<file path="src/rtl/shift_sched.sv">
// Shared-shifter scheduler: arbitrates two requesters onto one external SHIFT32
// and sequences one- or two-pass shift/rotate operations on it.
module shift_sched (
  input  logic        CLK,
  input  logic        RST,
  input  logic [1:0]  REQ,
  input  logic [1:0]  OP0,
  input  logic [1:0]  OP1,
  input  logic [31:0] D0,
  input  logic [31:0] D1,
  input  logic [31:0] S0,
  input  logic [31:0] S1,
  output logic [1:0]  GNT,
  output logic [1:0]  DONE,
  output logic [31:0] Y,
  output logic        BUSY,
  output logic [31:0] SH_D,
  output logic [31:0] SH_S,
  output logic        SH_LnR,
  input  logic [31:0] SH_Y
);

  typedef enum logic [1:0] {IDLE, P1, P2, RSP} state_t;

  localparam logic [1:0] OP_SRL = 2'b00;
  localparam logic [1:0] OP_SLL = 2'b01;
  localparam logic [1:0] OP_SRA = 2'b10;
  localparam logic [1:0] OP_ROL = 2'b11;

  state_t      state;
  logic [1:0]  op;
  logic [31:0] d;
  logic [31:0] s;
  logic [31:0] acc;
  logic        id;
  logic        last;

  logic        pick;
  logic [1:0]  pick_op;
  logic [31:0] pick_d;
  logic [31:0] pick_s;

  // On a tie the requester that was not served last wins, so sustained
  // contention alternates strictly.
  always_comb begin
    pick = 1'b0;
    if (REQ == 2'b10)
      pick = 1'b1;
    else if (REQ == 2'b11)
      pick = ~last;
    pick_op = pick ? OP1 : OP0;
    pick_d  = pick ? D1  : D0;
    pick_s  = pick ? S1  : S0;
  end

  always_ff @(posedge CLK or posedge RST) begin
    if (RST) begin
      state  <= IDLE;
      GNT    <= 2'b00;
      DONE   <= 2'b00;
      BUSY   <= 1'b0;
      Y      <= 32'd0;
      SH_D   <= 32'd0;
      SH_S   <= 32'd0;
      SH_LnR <= 1'b0;
      last   <= 1'b1;
      acc    <= 32'd0;
      op     <= OP_SRL;
      d      <= 32'd0;
      s      <= 32'd0;
      id     <= 1'b0;
    end else begin
      case (state)
        IDLE: begin
          if (REQ != 2'b00) begin
            id     <= pick;
            last   <= pick;
            op     <= pick_op;
            d      <= pick_d;
            s      <= pick_s;
            GNT    <= pick ? 2'b10 : 2'b01;
            BUSY   <= 1'b1;
            SH_D   <= pick_d;
            // Rotates use only the low five bits of the amount.
            SH_S   <= (pick_op == OP_ROL) ? {27'd0, pick_s[4:0]} : pick_s;
            SH_LnR <= (pick_op == OP_SLL) || (pick_op == OP_ROL);
            state  <= P1;
          end
        end
        P1: begin
          acc <= SH_Y;
          if (op == OP_SRL || op == OP_SLL) begin
            Y      <= SH_Y;
            DONE   <= id ? 2'b10 : 2'b01;
            SH_D   <= 32'd0;
            SH_S   <= 32'd0;
            SH_LnR <= 1'b0;
            state  <= RSP;
          end else begin
            // SRA second pass builds the sign-fill mask; ROL second pass
            // brings in the wrapped-around bits (a shift by 32 yields 0).
            SH_LnR <= 1'b0;
            SH_D   <= (op == OP_SRA) ? 32'hFFFF_FFFF : d;
            SH_S   <= (op == OP_SRA) ? s : 32'd32 - {27'd0, s[4:0]};
            state  <= P2;
          end
        end
        P2: begin
          if (op == OP_SRA)
            Y <= acc | (d[31] ? ~SH_Y : 32'd0);
          else
            Y <= acc | SH_Y;
          DONE   <= id ? 2'b10 : 2'b01;
          SH_D   <= 32'd0;
          SH_S   <= 32'd0;
          SH_LnR <= 1'b0;
          state  <= RSP;
        end
        RSP: begin
          DONE  <= 2'b00;
          GNT   <= 2'b00;
          BUSY  <= 1'b0;
          state <= IDLE;
        end
        default: state <= IDLE;
      endcase
    end
  end

endmodule

</file>
<file path="config.mk">
export PLATFORM = sky130hd
export DESIGN_NAME = shift_sched
export DESIGN_NICKNAME = d
export VERILOG_FILES = /design/src/rtl/shift_sched.sv
export SDC_FILE = /design/constraint.sdc
export NUM_CORES = 1
export LEC_CHECK = 0
export ABC_CLOCK_PERIOD_IN_PS = 18470
export BUFFER_PORTS_ARGS = -buffer_cell sky130_fd_sc_hd__buf_2
export CORE_MARGIN = 2
export CORE_UTILIZATION = 25
export DETAILED_ROUTE_END_ITERATION = 12
export HOLD_SLACK_MARGIN = 0.03
export SLEW_MARGIN = 20
export SYNTH_ARGS = -nofsm -noshare
export SYNTH_HDL_FRONTEND = slang
export SYNTH_SLANG_ARGS = --single-unit
</file>
<file path="constraint.sdc">
create_clock -name CLK -period 18.47 [get_ports CLK]
set_input_delay 3.694 -clock CLK [delete_from_list [all_inputs] [get_ports CLK]]
set_output_delay 3.694 -clock CLK [all_outputs]
set_load 0.1 [all_outputs]
</file>
---- Word level (Yosys, flattened, before mapping) ----
Index checks and enable logic that the tools add are counted.
word-level totals
  register bits after elaboration ......... 204
  bits in latches ......................... 0
  memory bits (writable) .................. 0
  memory bits (read-only) ................. 0
  input port bits ......................... 168
  output and inout bits ................... 102
  word-level logic and storage cells ...... 78
  memories ................................ 0
operators by class
  $add $sub $neg .......................... 1
  multiply operators ...................... 0
  divide/modulo/power cells ............... 0
  $lt $le $gt $ge ......................... 0
  equal/unequal tests ..................... 11
  shift-type cells ........................ 0
  mux-type cells .......................... 31
  bitwise gates (word level) .............. 4
  reduce and logical (&&, ||, !) cells .... 17
operators with widths
  operator             count
  $mux 32              12
  $pmux 32 s3          2
  $or 32x32->32        2
  $pmux 32 s2          1
  $not 32->32          1
  $eq 2x2->1 const B   6
  $mux 2               6
  $reduce_and 2->1     6
  $pmux 2 s4           1
  $reduce_bool 2->1    4
  $sub 6x5->7 const A  1
  $eq 2x1->1 const B   3
  $pmux 2 s3           1
  $reduce_bool 3->1    2
  $mux 1               5
  $logic_not 2->1      2
  $ne 2x2->1 const B   2
  $pmux 1 s2           2
  $pmux 2 s2           1
  $logic_or 1x1->1     2
  $reduce_or 2->1      1
  $not 1->1            1

---- Depth between registers and ports, before layout ----
Gate-level depths: netlist of run 1.
  depth in word-level cells ............... 8
  depth in mapped cells ................... 8
  depth with buffers taken out ............ 6

---- Least setup slack after synthesis of run 1 ----
Ideal clock, no wire load.
  kind .................................... input-to-reg
  start ................................... input REQ[1]
  end ..................................... register SH_D[0]
  setup time .............................. 126 ps
  arrival ................................. 4884 ps
  required time ........................... 18344 ps
  setup slack ............................. 13461 ps
  stages on the path ...................... 5
  buffers on the path ..................... 2
  cell sequence ........................... or3b_1 -> o21ai_1 -> buf_4 -> buf_6 -> mux2_2
between the ends
  word-level cells in the longest chain between the ends .. 6
  elaborated cells on any way between the ends .. 10
  those cells by class .................... 3 x eq/ne; 5 x mux; 2 x reduce/logical
RTL lines
  item                  RTL line  source
  start, declared       6         input logic [1:0] REQ,
  $eq 2x2->1            49        else if (REQ == 2'b11)
  $mux 1                49
  $mux 1                47        if (REQ == 2'b10)
  $mux 32               52        pick_d = pick ? D1 : D0;
  $mux 32               75        if (REQ != 2'b00) begin
  $pmux 32 s3           73        case (state)
  end signal, assigned  83        SH_D <= pick_d;
  end signal, assigned  103       SH_D <= (op == OP_SRA) ? 32'hFFFF_FFFF : d;
  end, declared         17        output logic [31:0] SH_D,
Parallel ways exist; a longest one is shown, timed or not. The select of a mux whose other input is x is not followed.
A chain may end at the register's enable or synchronous reset.

---- Worst setup path in the final report of run 1 ----
  start ................................... input REQ[1]
  end ..................................... register SH_D[1]
Same word-level chain as after synthesis.

==> run metrics, run 1 <==
post-route setup slack 12.86 ns; critical path launch point type primary input; Layout Skew 0.0195 ns; Yosys reg bits 204; CP required 18.90 ns; Hold Crit Start d[12]; Reg clk slew, reported paths 0.06 ns; worst path buffer plus inverter count 3; Slew @ Worst Pin 1.08 ns; cell breakdown of the critical path buf_2 -> a21boi_4 -> buf_4 -> buf_4 -> mux2i_1 -> o21ai_0 -> mux2_2; grt peak-use layer met2; HP Class reg -> reg; Critical Path Source REQ[1]; clk sinks 204; pin count of the biggest net entering global routing 132; drt wl/cell 16.9 µm; Overflow after GRT 0; count of final hold-check violations 0; synth-to-layout area growth 27.7%; nets 1,342; Core Area 0.0376 mm²; RSZ-0062 raised after global routing no; Mapped Nets 1,102; Layout Cells excl Fill 1,695; Crit path top cell by count buf_4; CTS tree done; Async S/R FF share, synth 100%; met3 GRT Util 2.78%; ranking of synthesized cells by area dfrtp_1 53%, o21ai_0 9.3%, mux2_2 7.8%, mux2i_1 7.1%, nand2_1 4.0%; Fmax 178 MHz; Die H 199 µm; CP max FO 39; Synth top cells by count 203 x dfrtp_1, 177 x o21ai_0, 102 x nand2_1, 70 x nor2_1, 69 x a21oi_1; cell row count 71; # fillers 3,873; library cells used by synthesis 40; Seq/Total Area, Yosys 53.7%; Main synth FF type dfrtp_1; die area 0.0396 mm²; Synth Instances 928; Clock Root Buffer clkbuf_16; setup tns final 0 ns; CTS Buf Count 25; Tcrit/Tclk final 30.4%; GRT met2 Usage 23.9%; DR pass1 iterations 8; post-CTS sizing 0; MaxCap Viol Count 0; post-synth top area share 53.4%; crit path DAT 6.05 ns; Post-CTS Setup Inserts 0; status finished clean; CP Capture Type register; Worst-Skew Late Latency 0.55 ns; GP Congestion 0.763; initial antenna violation count 2; Avg Synthesized Cell Area 10.2 µm²; DRC viols 0; synthesized area 0.00951 mm²; DRT antenna net count 0; R2R Path Start state[0]; CP top delay family buffers and inverters; vias in the first global route 7,725; cell with the most instances after synthesis dfrtp_1; Final Instance Area 0.0121 mm²; final wirelength 28,700 µm; Setup CP Type in -> reg; chip width 199 µm; Setup WS pre-CTS 12.27 ns; GRT Overall Usage 14.2%; I/O pin count 270; fin. max-slew vios 0; vias post-DR 7,928; yosys warns 0; Tmin final 5.61 ns; R2R setup slack 15.26 ns; HPWL Detailed 18,600 µm; max_slew headroom 27.8%; Placed Cells 1,652; met1 GRT Util 17.9%; Vias/cell 4.68; share of post-route cells with drive strength above 1 33.9%; clk buf depth 3; Initial Utilization 25.3%; DRT iter0 DRCs 428; Post-DP Area 0.0113 mm²; hold_buf cts 0; EDFF count, synth 0; H-tree depth 1; number of setup violations in the final report 0; # port buffers 269; crit-path max cell delay 0.65 ns; CP max-delay cell buf_4; top cell type by total area after synthesis dfrtp_1; first-pass GRT wire length 43,700 µm
-- flip-flops by register name (all words and copies together) (netlist names), 2 cells and up --
name	flops
DONE	2
GNT	2
SH_D	32
SH_S	32
Y	32
acc	32
d	32
op	2
s	32
state	2
-- layer usage --
metal / vias to the layer above / part of all wire, %
li1: 3793 / -
met1: 3826 / 43
met2: 248 / 48
met3: 59 / 5.9
met4: 2 / 3.2
met5: - / 0.045
-- area by class of cell --
class	instances	area, µm²	area share [%]
Inverter	9	41.3	0.340
Timing Repair Buffer	285	1470	12.1
Sequential cell	204	5110	42.0
Tap cell	511	639	5.26
Multi-Input combinational cell	643	4060	33.4
Antenna cell	1	2.50	0.0206
Clock buffer	31	678	5.58
Clock inverter	11	144	1.18
-- placed cells by master (no fill, tap or decap), drive strengths merged, types with 3 or more instances in the layout --
cell type,netlist,layout
clkbuf,34,31
a222oi,26,26
a21oi,69,69
nand3,6,6
nand3b,3,3
nand2,102,102
bufinv,0,3
mux2i,67,67
clkinv,0,6
nor3,3,3
ha,6,6
o21ai,200,200
dfrtp,203,203
mux2,66,66
nor2,70,70
buf,38,285
inv,9,10
-- logic make-up (layout without fill, tap and decap cells) --
group,count (synthesis),count (layout),synth area share (%)
and+or+nand+nor,193,193,8.22
xor gates and xnor gates,2,2,0.184
muxes,133,133,14.9
DFF,204,204,53.7
adders and majority gates,6,6,0.789
buffers and inverters,81,336,4.22
AOI/OAI and AO/OA,309,309,18.0
other,0,1,0
-- per-stage QoR --
stage	util [%]	hold slack (ns)
2_1_floorplan	-	0.442
4_1_cts	32.3	0.479
5_1_grt	32.3	0.493
3_3_place_gp	30.1	0.456
6_report	32.3	0.474
3_5_place_dp	30.1	0.466
-- worst paths after layout --
check	to	cells past startpoint
max in group asynchronous	s[21]	3
hold reg to reg	d[12]	2
hold / removal	d[12]	2
min in group asynchronous	acc[5]	2
setup / recovery	SH_D[1]	7
setup reg to reg	SH_D[22]	6
-- worst min-delay path: stages (launching register included) --
cell and delay, ns:
dfrtp_1 0.34, nand2_1 0.04, o21ai_0 0.05
Power of run 1 is not shown: default switching activity piles up to over one toggle a cycle in this logic, so the estimate is an artifact.
==> run 2, diff against run 1 <==
ABC_CLOCK_PERIOD_IN_PS = 5000   (was 18470)
clock period = 5 ns   (was 18.47 ns; I/O delays follow)
==> run metrics, run 2 (same netlist as run 1, synthesis figures left out) <==
status finished clean; pin count of the biggest net entering global routing 121; fin. max-slew vios 0; CTS tree done; die area 0.0396 mm²; Initial Utilization 25.3%; commonest non-fill, non-tap cell in the layout buf_2; DR pass1 iterations 6; DRT iter0 DRCs 479; Crit path top cell by count inv_1; number of setup violations in the final report 0; initial antenna violation count 3; post-CTS sizing 0; HPWL Detailed 18,900 µm; Tmin final 2.99 ns; max_slew headroom 33.7%; clk buf depth 3; count of final hold-check violations 0; Vias/cell 4.67; Setup CP Type reg -> reg; first-pass GRT wire length 43,700 µm; Clock Root Buffer clkbuf_16; CP max-delay cell ha_1; worst path buffer plus inverter count 3; share of post-route cells with drive strength above 1 33.8%; crit path DAT 3.37 ns; Fmax 334 MHz; vias in the first global route 7,832; CP Capture Type register; # port buffers 269; CP max FO 21; CP top delay family adder cells; RSZ-0062 raised after global routing no; critical path launch point type register; R2R depth 7; H-tree depth 1; GP Congestion 0.738; final wirelength 28,000 µm; clk sinks 204; setup tns final 0 ns; Layout Skew 0.0122 ns; cell row count 71; Post-CTS Setup Inserts 0; GRT Overall Usage 14.0%; HP Class reg -> reg; most frequent cells in the layout 269 x buf_2, 203 x dfrtp_1, 177 x o21ai_0, 102 x nand2_1, 69 x nor2_1; drt wl/cell 16.5 µm; hold depth 2; synth-to-layout area growth 28.3%; Die H 199 µm; Tcrit/Tclk final 59.8%; crit-path max cell delay 0.91 ns; DRT antenna net count 0; vias post-DR 7,951; Reg clk slew, reported paths 0.06 ns; MaxCap Viol Count 0; cell breakdown of the critical path inv_1 -> ha_1 -> inv_1 -> and3_1 -> buf_4 -> a222oi_1 -> o21ai_1; Overflow after GRT 0; hold_buf cts 0; Slew @ Worst Pin 0.994 ns; Core Area 0.0376 mm²; CP Depth 7; chip width 199 µm; CP required 5.38 ns; I/O pin count 270; DRC viols 0; nets 1,346; CTS Buf Count 25; Worst-Skew Late Latency 0.52 ns
==> run 2: changes by cell type in the layout (fill, tap and decap cells not counted), sizes merged <==
cell / before / now
clkbuf: 31 / 37
bufinv: 3 / 2
diode: 1 / 2
clkinv: 6 / 5
inv: 10 / 9
buf: 285 / 289
==> run 2: final cells by class <==
class,instances,area [µm²]
timing repair buffer,289,1550
fill,3851,25400
tap,511,639
multi-input combinational,643,4060
inverter,9,37.5
sequential,204,5110
clock buffer,37,711
antenna,2,5.00
clock inverter,8,97.6
==> run 2: tightest hold or removal path, delay by kind of cell, from the launching register on <==
family / cells / cell delay, ns
simple gates: 1 / 0.04
flops: 1 / 0.33
compound gates: 1 / 0.06
==> run 2: routing by layer <==
layer	vias to the layer above	part of all wire, %	global-route usage, %
met5	-	0.046	0
met4	2	2.6	4.81
met3	50	6.1	2.72
met2	245	49	24.0
met1	3854	42	17.7
li1	3800	-	-
==> run 2: worst paths after layout <==
check / start / to / slack, ns
min: d[14] / d[14] / 0.47
max in group asynchronous: RST / d[15] / 3.29
max: state[0] / SH_S[13] / 2.01
max reg2reg: state[0] / SH_S[13] / 2.01
min in group asynchronous: RST / acc[25] / 0.63
min reg2reg: d[14] / d[14] / 0.47
==> run 2: metrics by stage <==
stage	worst slack [ns]	cell area [µm²]	cells	hold slack (ns)	utilization, %
after floorplan	1.36	9520	928	0.442	-
final	2.01	12200	1703	0.472	32.5
after CTS	1.96	12200	1701	0.477	32.5
after global routing	1.77	12200	1702	0.492	32.5
after detailed placement	1.92	11400	1656	0.465	30.3
after global placement	1.74	11300	1654	0.456	30.2
Power of run 2 is left out for the same reason.
